### config.mk
export PLATFORM = sky130hd
export DESIGN_NAME = seg_scan_decoder
export DESIGN_NICKNAME = d
export VERILOG_FILES = /design/src/rtl/seg_scan_decoder.sv
export SDC_FILE = /design/constraint.sdc
export NUM_CORES = 1
export LEC_CHECK = 0
export BUFFER_PORTS_ARGS = -buffer_cell sky130_fd_sc_hd__clkbuf_2
export CORE_AREA = 2 2 97 99
export CTS_BUF_LIST = sky130_fd_sc_hd__clkbuf_2
export DETAILED_ROUTE_END_ITERATION = 6
export DIE_AREA = 0 0 99 101
export GPL_TIMING_DRIVEN = 0
export PLACE_DENSITY_LB_ADDON = 0.12
export SETUP_SLACK_MARGIN = 0.1
export SLEW_MARGIN = 20
export SYNTH_ARGS = -nofsm -noshare
export SYNTH_HDL_FRONTEND = slang
export SYNTH_SLANG_ARGS = --single-unit
export TNS_END_PERCENT = 30
### constraint.sdc
create_clock -name clk -period 5.7 [get_ports clk]
set_input_delay 0.285 -clock clk [delete_from_list [all_inputs] [get_ports clk]]
set_output_delay 0.285 -clock clk [all_outputs]
set_load 0.005 [all_outputs]
### src/rtl/seg_scan_decoder.sv
// seg_scan_decoder
// ----------------
// Receive-side decoder for a six-digit multiplexed seven-segment bus. The
// active-low one-hot digit select (sel) and active-low segments (dig) are
// registered once. Once a valid select has been stable long enough, the
// segment pattern is decoded into a 4-bit code and a dot flag for that slot.
// When all six slots have been seen, the assembled frame is published.
//
// Build option: define SEG_DEC_STALL_EN to build the scan-stall detector.
// Without it, scan_stall is tied low and TIMEOUT has no effect.
//
// Parameters:
//   SETTLE_CYC  cycles sel_q must be stable before dig_q is sampled (2..255)
//   TIMEOUT     cycles without a sel_q change before scan_stall asserts
//
// Ports:
//   clk          single clock
//   rst          synchronous reset, active-high
//   sel[5:0]     digit select, active-low one-hot (sel[5] low = slot 0)
//   dig[7:0]     segments, active-low; dig[7] = dot, dig[6:0] = g..a
//   digits[23:0] recovered frame; slot n is digits[4n+3:4n]
//   dot_on[5:0]  active-high dot per slot
//   frame_valid  one-cycle strobe when digits/dot_on update. There is no
//                ready input: consumers must capture on the strobe.
//   code_err     sticky: an unknown segment pattern was sampled
//   sel_err      sticky: a sel value without exactly one low bit was seen
//   scan_stall   level: sel has been frozen for TIMEOUT cycles

module seg_scan_decoder #(
  parameter int SETTLE_CYC = 8,
  parameter int TIMEOUT    = 4096
) (
  input  logic        clk,
  input  logic        rst,
  input  logic [5:0]  sel,
  input  logic [7:0]  dig,
  output logic [23:0] digits,
  output logic [5:0]  dot_on,
  output logic        frame_valid,
  output logic        code_err,
  output logic        sel_err,
  output logic        scan_stall
);

  // The settle counter reaches SAMPLE_AT in the cycle before edge
  // t0+SETTLE_CYC: it is cleared at t0+1 (the change-detect cycle), and
  // then counts up once per edge. It then parks at SAT, which means
  // "already sampled in this dwell".
  localparam logic [7:0] SAMPLE_AT = 8'(SETTLE_CYC - 2);
  localparam logic [7:0] SAT       = 8'(SETTLE_CYC - 1);

  logic [5:0]  sel_q;
  logic [5:0]  sel_prev;
  logic [7:0]  dig_q;
  logic        in_vld;      // sel_q holds a real input, not its reset value
  logic [7:0]  settle_cnt;
  logic [5:0]  seen;
  logic [23:0] shadow;
  logic [5:0]  shadow_dot;

  logic        sel_chg;
  logic        slot_vld;
  logic [2:0]  slot_idx;
  logic [3:0]  code;
  logic        code_bad;
  logic        sample_now;
  logic [5:0]  seen_nxt;
  logic [23:0] shadow_nxt;
  logic [5:0]  dot_nxt;
  logic        frame_done;

  assign sel_chg = (sel_q != sel_prev);

  // Slot map: exactly one low bit. Anything else is an invalid select.
  always_comb begin
    slot_vld = 1'b1;
    slot_idx = 3'd0;
    case (sel_q)
      6'b011111: slot_idx = 3'd0;
      6'b101111: slot_idx = 3'd1;
      6'b110111: slot_idx = 3'd2;
      6'b111011: slot_idx = 3'd3;
      6'b111101: slot_idx = 3'd4;
      6'b111110: slot_idx = 3'd5;
      default:   slot_vld = 1'b0;
    endcase
  end

  // Segment decode, active-low g..a. All segments off is a blank (F).
  always_comb begin
    code_bad = 1'b0;
    code     = 4'hE;
    case (dig_q[6:0])
      7'b1000000: code = 4'h0;
      7'b1111001: code = 4'h1;
      7'b0100100: code = 4'h2;
      7'b0110000: code = 4'h3;
      7'b0011001: code = 4'h4;
      7'b0010010: code = 4'h5;
      7'b0000010: code = 4'h6;
      7'b1111000: code = 4'h7;
      7'b0000000: code = 4'h8;
      7'b0010000: code = 4'h9;
      7'b0001111: code = 4'hA;
      7'b0111111: code = 4'hB;
      7'b1111111: code = 4'hF;
      default:    code_bad = 1'b1;
    endcase
  end

  assign sample_now = slot_vld && !sel_chg && (settle_cnt == SAMPLE_AT);
  assign seen_nxt   = seen | (6'b000001 << slot_idx);
  assign frame_done = sample_now && (seen_nxt == 6'h3F);

  // Shadow contents including this cycle's sample, so a completing sample
  // lands in the published frame without an extra cycle.
  always_comb begin
    shadow_nxt = shadow;
    dot_nxt    = shadow_dot;
    if (sample_now) begin
      shadow_nxt[{slot_idx, 2'b00} +: 4] = code;
      dot_nxt[slot_idx]                  = ~dig_q[7];
    end
  end

  always_ff @(posedge clk) begin
    if (rst) begin
      sel_q       <= 6'h3F;
      sel_prev    <= 6'h3F;
      dig_q       <= 8'hFF;
      in_vld      <= 1'b0;
      settle_cnt  <= 8'd0;
      seen        <= 6'd0;
      shadow      <= 24'hFFFFFF;
      shadow_dot  <= 6'd0;
      digits      <= 24'hFFFFFF;
      dot_on      <= 6'd0;
      frame_valid <= 1'b0;
      code_err    <= 1'b0;
      sel_err     <= 1'b0;
    end else begin
      sel_q       <= sel;
      sel_prev    <= sel_q;
      dig_q       <= dig;
      in_vld      <= 1'b1;
      frame_valid <= frame_done;

      // A new dwell (or an invalid select) restarts the count.
      if (sel_chg || !slot_vld) begin
        settle_cnt <= 8'd0;
      end else if (settle_cnt != SAT) begin
        settle_cnt <= settle_cnt + 8'd1;
      end

      if (in_vld && !slot_vld) begin
        sel_err <= 1'b1;
      end
      if (sample_now && code_bad) begin
        code_err <= 1'b1;
      end

      shadow     <= shadow_nxt;
      shadow_dot <= dot_nxt;

      if (frame_done) begin
        digits <= shadow_nxt;
        dot_on <= dot_nxt;
        seen   <= 6'd0;
      end else if (sample_now) begin
        seen <= seen_nxt;
      end
    end
  end

`ifdef SEG_DEC_STALL_EN
  localparam int STW = $clog2(TIMEOUT + 1);

  logic [STW-1:0] stall_cnt;

  // sel != sel_q means sel_q changes on this edge, so the stall clears on
  // the same edge that registers the new select.
  always_ff @(posedge clk) begin
    if (rst) begin
      stall_cnt  <= '0;
      scan_stall <= 1'b0;
    end else if (sel != sel_q) begin
      stall_cnt  <= '0;
      scan_stall <= 1'b0;
    end else if (stall_cnt != STW'(TIMEOUT)) begin
      stall_cnt <= stall_cnt + 1'b1;
      if (stall_cnt == STW'(TIMEOUT - 1)) begin
        scan_stall <= 1'b1;
      end
    end
  end
`else
  // Folds to constant 0; TIMEOUT is referenced only so it stays in use.
  assign scan_stall = (TIMEOUT < 0);
`endif

endmodule

**After elaboration in Yosys (flattened, before gate mapping)**

Index checks and enable logic that the tools add are counted.

- Output and inout bits: 34
- Input port bits: 16
- Flip-flop bits (word level): 98

- Reductions and logical operators: 14
- Bitwise operators: 2
- Equal/unequal tests: 22
- Mux-type cells: 11
- Shift-type cells: 3
- Order comparisons: 2
- Add/sub/neg operators: 2

Operator list:

| cell | count |
|---|---|
| 4-bit case mux with 13 select lines | 1 |
| 6-bit == test, second input constant | 6 |
| 7-bit == test, second input constant | 4 |
| 24-bit bitwise mux | 1 |
| 24-bit two-way mux | 1 |
| 4-bit by 7-bit variable shift with 24-bit output, first input constant | 1 |
| 4-bit by 7-bit indexed part select with 24-bit output | 1 |
| 7-bit by 5-bit == test with 1-bit output, second input constant | 3 |
| 7-bit by 6-bit == test with 1-bit output, second input constant | 3 |
| 3-bit case mux with 5 select lines | 1 |
| 13-bit OR reduction | 1 |
| 8-bit by 1-bit adder with 8-bit output, second input constant | 1 |
| 8-bit by 3-bit == test with 1-bit output, second input constant | 1 |
| 8-bit by 3-bit inequality test with 1-bit output, second input constant | 1 |
| 7-bit by 2-bit == test with 1-bit output, second input constant | 1 |
| 7-bit by 4-bit == test with 1-bit output, second input constant | 1 |
| 7-bit logical NOT | 1 |
| 5-bit negation with 7-bit output | 1 |
| 6-bit bitwise mux | 1 |
| 6-bit by 5-bit == test with 1-bit output, second input constant | 1 |
| 1-bit logical AND | 6 |
| 6-bit two-way mux | 1 |
| 6-bit inequality test | 1 |
| 6-bit bitwise OR | 1 |
| other kinds (10) | 15 |

**Logic depth before layout (Yosys ltp)**

- Word-level depth: 8
- Depth in mapped cells: 14

**Worst setup path before layout**

No wires, ideal clock.

- Path type: reg2reg
- Start point: register sel_q[5]
- End point: register dot_on[5]
- Arrival time: 2.585 ns
- Buffers on the path: 3
- Stages on the path, launching flop included: 13
- Required time: 5.584 ns
- Library setup time: 0.116 ns
- Path slack: 2.999 ns
- Cells stage by stage: dfxtp_1 > clkbuf_1 > nand3_1 > a211o_1 > ha_1 > ha_1 > o22ai_1 > nor2_1 > a22o_1 > and4_1 > buf_4 > buf_8 > o211a_1

- Longest elaborated chain between the ends: 8
- Elaborated cells between the ends (all ways): 24

Ends and longest elaborated chain:

| element | line | source |
|---|---|---|
| from (decl) | 52 | `logic [5:0] sel_q;` |
| from (signal assigned) | 142 | `sel_q <= sel;` |
| 6-bit == test | 78 | `case (sel_q)` |
| 3-bit case mux with 5 select lines | 78 |  |
| 3-bit by 4-bit less-than comparator with 1-bit output (implied by the code) / 3-bit by 1-bit >= comparator with 1-bit output (equally long branches) | 122 | `dot_nxt[slot_idx] = ~dig_q[7];` |
| 1-bit logical AND (implied by the code) | 122 |  |
| 1-bit two-way mux (implied by the code) | 122 |  |
| 1-bit demux with 3-bit select | 122 |  |
| 6-bit bitwise mux | 122 |  |
| 6-bit two-way mux | 120 | `if (sample_now) begin` |
| to (signal assigned) | 167 | `dot_on <= dot_nxt;` |
| to (decl) | 38 | `output logic [5:0] dot_on,` |

Several ways; a longest one is shown, not always the timed one.
A chain may end at the register's enable or synchronous reset.

**Worst setup path in the final report**

- Start point: register sel_q[5]
- End point: register shadow[1]

- Longest elaborated chain between the ends: 6
- Elaborated cells between the ends (all ways): 18

Ends and longest elaborated chain:

| element | line | source |
|---|---|---|
| 6-bit == test / 6-bit by 5-bit == test with 1-bit output (equally long branches) | 78 |  |
| 3-bit case mux with 5 select lines / 6-bit OR reduction (equally long branches) | -- |  |
| 5-bit negation with 7-bit output / 1-bit two-way mux (equally long branches) | 121, 78 |  |
| 4-bit by 7-bit indexed part select with 24-bit output, or another cell as far along | 121 | `shadow_nxt[{slot_idx, 2'b00} +: 4] = code;` |
| 24-bit bitwise mux / 1-bit logical AND (equally long branches) | 121, 111 |  |
| 24-bit two-way mux * | 120 |  |
| to (signal assigned) | 162 | `shadow <= shadow_nxt;` |
| to (decl) | 58 | `logic [23:0] shadow;` |

Every way passes the cells marked *; elsewhere a longest branch is shown, timed or not.

==> impl_metrics.ini <==
[critical_path]
setup.worst_path.start = sel_q[5]
crit_path_max_fanout = 10
worstSetupEndpoint = shadow[1]
required_ps = 6200
reg2reg_from = sel_q[5]
r2r_end = shadow[1]
crit_type = reg2reg
critPathArrivalTime_ps = 3800
worst_setup_path_end_kind = flop
rrSetupSlack_ps = 2400
cp-start-kind = flop
worstRegToRegCells = 12

[routing]
first_iter_violations = 119
drc = 0
ant_nets = 0
wl_per_cell_um = 14.4
drt_first_pass_iters = 5
vias = 3491
vias_per_cell = 5.31
wl_um = 9460

[layout]
drive_gt1_frac = 0.220
mostFrequentLayoutCells = dfxtp_1 (98), clkbuf_2 (58), nor2_1 (46), nand2_1 (39)
nets = 565
area_growth_pct = 15.4
n_antenna_cell = 0
fin_area_mm2 = 0.00496
final_common_cell = dfxtp_1

[die]
die_x_um = 99
core_mm2 = 0.00898
top_level_ports = 50
die_h_um = 101
start_util = 0.478
num_rows = 35
dieArea_mm2 = 0.0100

[global_routing]
grt_pass1_vias = 3261
overflow = 0
grt_max_degree = 20
grt_use_total = 0.196
antenna_found_initial = 0
grt_pass1_wl_um = 15700

[synth]
synth_top_area_share = 0.457
synth-main-ff-cell = dfxtp_1
syn-instance-count = 468
async_flop_share = 0
ys_types = 68
synth_seq_cells = 98
syn_area_mm2 = 0.00430
yosys.area.top_type = dfxtp_1
yosysWarnings = 0
avgSynthCellArea_um2 = 9.18
synth-seq-area-share = 0.457
synth-edff-count = 0
synth_fp_nets = 492
netlist_top_cells_area = dfxtp_1 (46%), mux2i_1 (4.7%), nor2_1 (4.0%)

[power_and_ir_drop]
peakVddDrop_mv = 0.126
p_leak_uw = 0.00197
power_density_mw_per_mm2 = 240

[clock_network]
cts_resized = 0
htree_num_levels = 3
cts_buffers = 9
clkLatencyLatePin_ps = 570
clkTransAtPathRegs_ps = 290
root_buffer = clkbuf_2
cts_tree = done
cts_buffer_depth = 2
clock-sinks = 98

[place]
place_area_mm2 = 0.00467
io_buffer_count = 48
place.gp.congestion = 0.890
dp_hpwl_um = 6800

[timing]
slew_violations = 0
fmax_mhz = 303
fin_crit_sh = 0.580
whs_ps = 90.0
tightestPinTransition_ps = 856
clock-skew-final_ps = 38.7
setup_tns_ps = 0
rsz0062_at_grt = no
hold_viol = 0
slew_headroom = 0.427
setup_violations = 0
period_needed_ps = 3300

[job]
drv_cap = 0

[outcome]
status = finished, final reports clean

[min_path]
hold_path.class = in2reg
[state kept, by name, indices dropped and copies added, names as in the netlist, 8 cells and up]
signal      count
dig_q           8
digits         24
settle_cnt      8
shadow         24
[through the flow]
stage	utilization	setup WS (ps)	total power, uW	instances
after detailed placement	0.521	2370	831	627
after CTS	0.552	2350	1200	657
final	0.552	2400	1190	657
after floorplan	-	3000	798	468
after global placement	0.521	2390	828	627
after global routing	0.552	2020	1240	657
[cell usage after synthesis, drive strengths merged (4+ instances only)]
cell    instances
clkbuf         16
mux2i          20
nand3          16
nand2b          4
and3            4
a22oi          11
a21oi          25
nand4           6
nor2           48
nor4            9
ha              8
or2            21
nand2          40
dfxtp          98
a221oi          4
a31oi           5
nor3           10
xnor2           4
o21ai          28
and4            4
xor2           14
inv            10
o211ai          4
buf            15
[how the worst min path moves through the flow]
| stage | cells after the start | start | endpoint | slack [ps] |
|---|---|---|---|---|
| floorplan | 1 | dig[0] | dig_q[0] | 390 |
| global placement | 2 | seen[4] | seen[4] | 450 |
| detailed placement | 2 | shadow[18] | shadow[18] | 460 |
| CTS | 4 | rst | settle_cnt[2] | 50 |
| global route | 4 | rst | settle_cnt[2] | 50 |
| finish | 4 | rst | settle_cnt[2] | 90 |
[critical path, cell delays in order, from the launching register on]
cell      delay, ps
dfxtp_1         400
clkbuf_1        310
nand4_1         220
or2_2           310
clkbuf_1        170
ha_1            390
nor2_1          110
nand2_1          60
nor4_1          500
and3_1          260
buf_2           170
mux2i_1         250
nand2_1          80
[cell type report]
type                    count  area, um2
well taps                 111        139
inverters                  11       41.3
clock inverters             7       97.6
fillers                   822       4020
plain buffers              31        156
clock buffers               9       45.0
multi-input cells         328       2140
repair buffers             62        380
flip-flops and latches     98       1960
[power by group]
part	internal (uW)	switching (uW)	total (uW)
Combinational	46.8	80.7	127
Sequential	696	3.93	700
Clock	114	250	364
Total	857	335	1190
[repair_timing]
item                                   in CTS  in global routing
hold buffers                               14                  0
buffers inserted                            0                  0
endpoints found under the hold margin      14                  0
[per-layer routing]
layer | share of wire | wire [um] | vias up | GRT usage
met1 | 0.49 | 4630 | 1616 | 0.266
met5 | 0 | 0 | - | 0
met3 | 0.034 | 317 | 17 | 0.0291
met2 | 0.45 | 4270 | 67 | 0.310
met4 | 0.026 | 249 | 0 | 0.0843
li1 | - | - | 1791 | -
[kinds of logic after synthesis]
logic type	after synthesis	synth area share
AO/OA/AOI/OAI	99	0.153
buffers and inverters	42	0.0460
multiplexers	20	0.0466
XOR/XNOR	18	0.0367
other	1	0.000873
adder cells (fa/ha/maj)	8	0.0233
flip-flops	98	0.457
AND/OR/NAND/NOR	182	0.237
No activity file was read; power rests on OpenSTA's default activity.
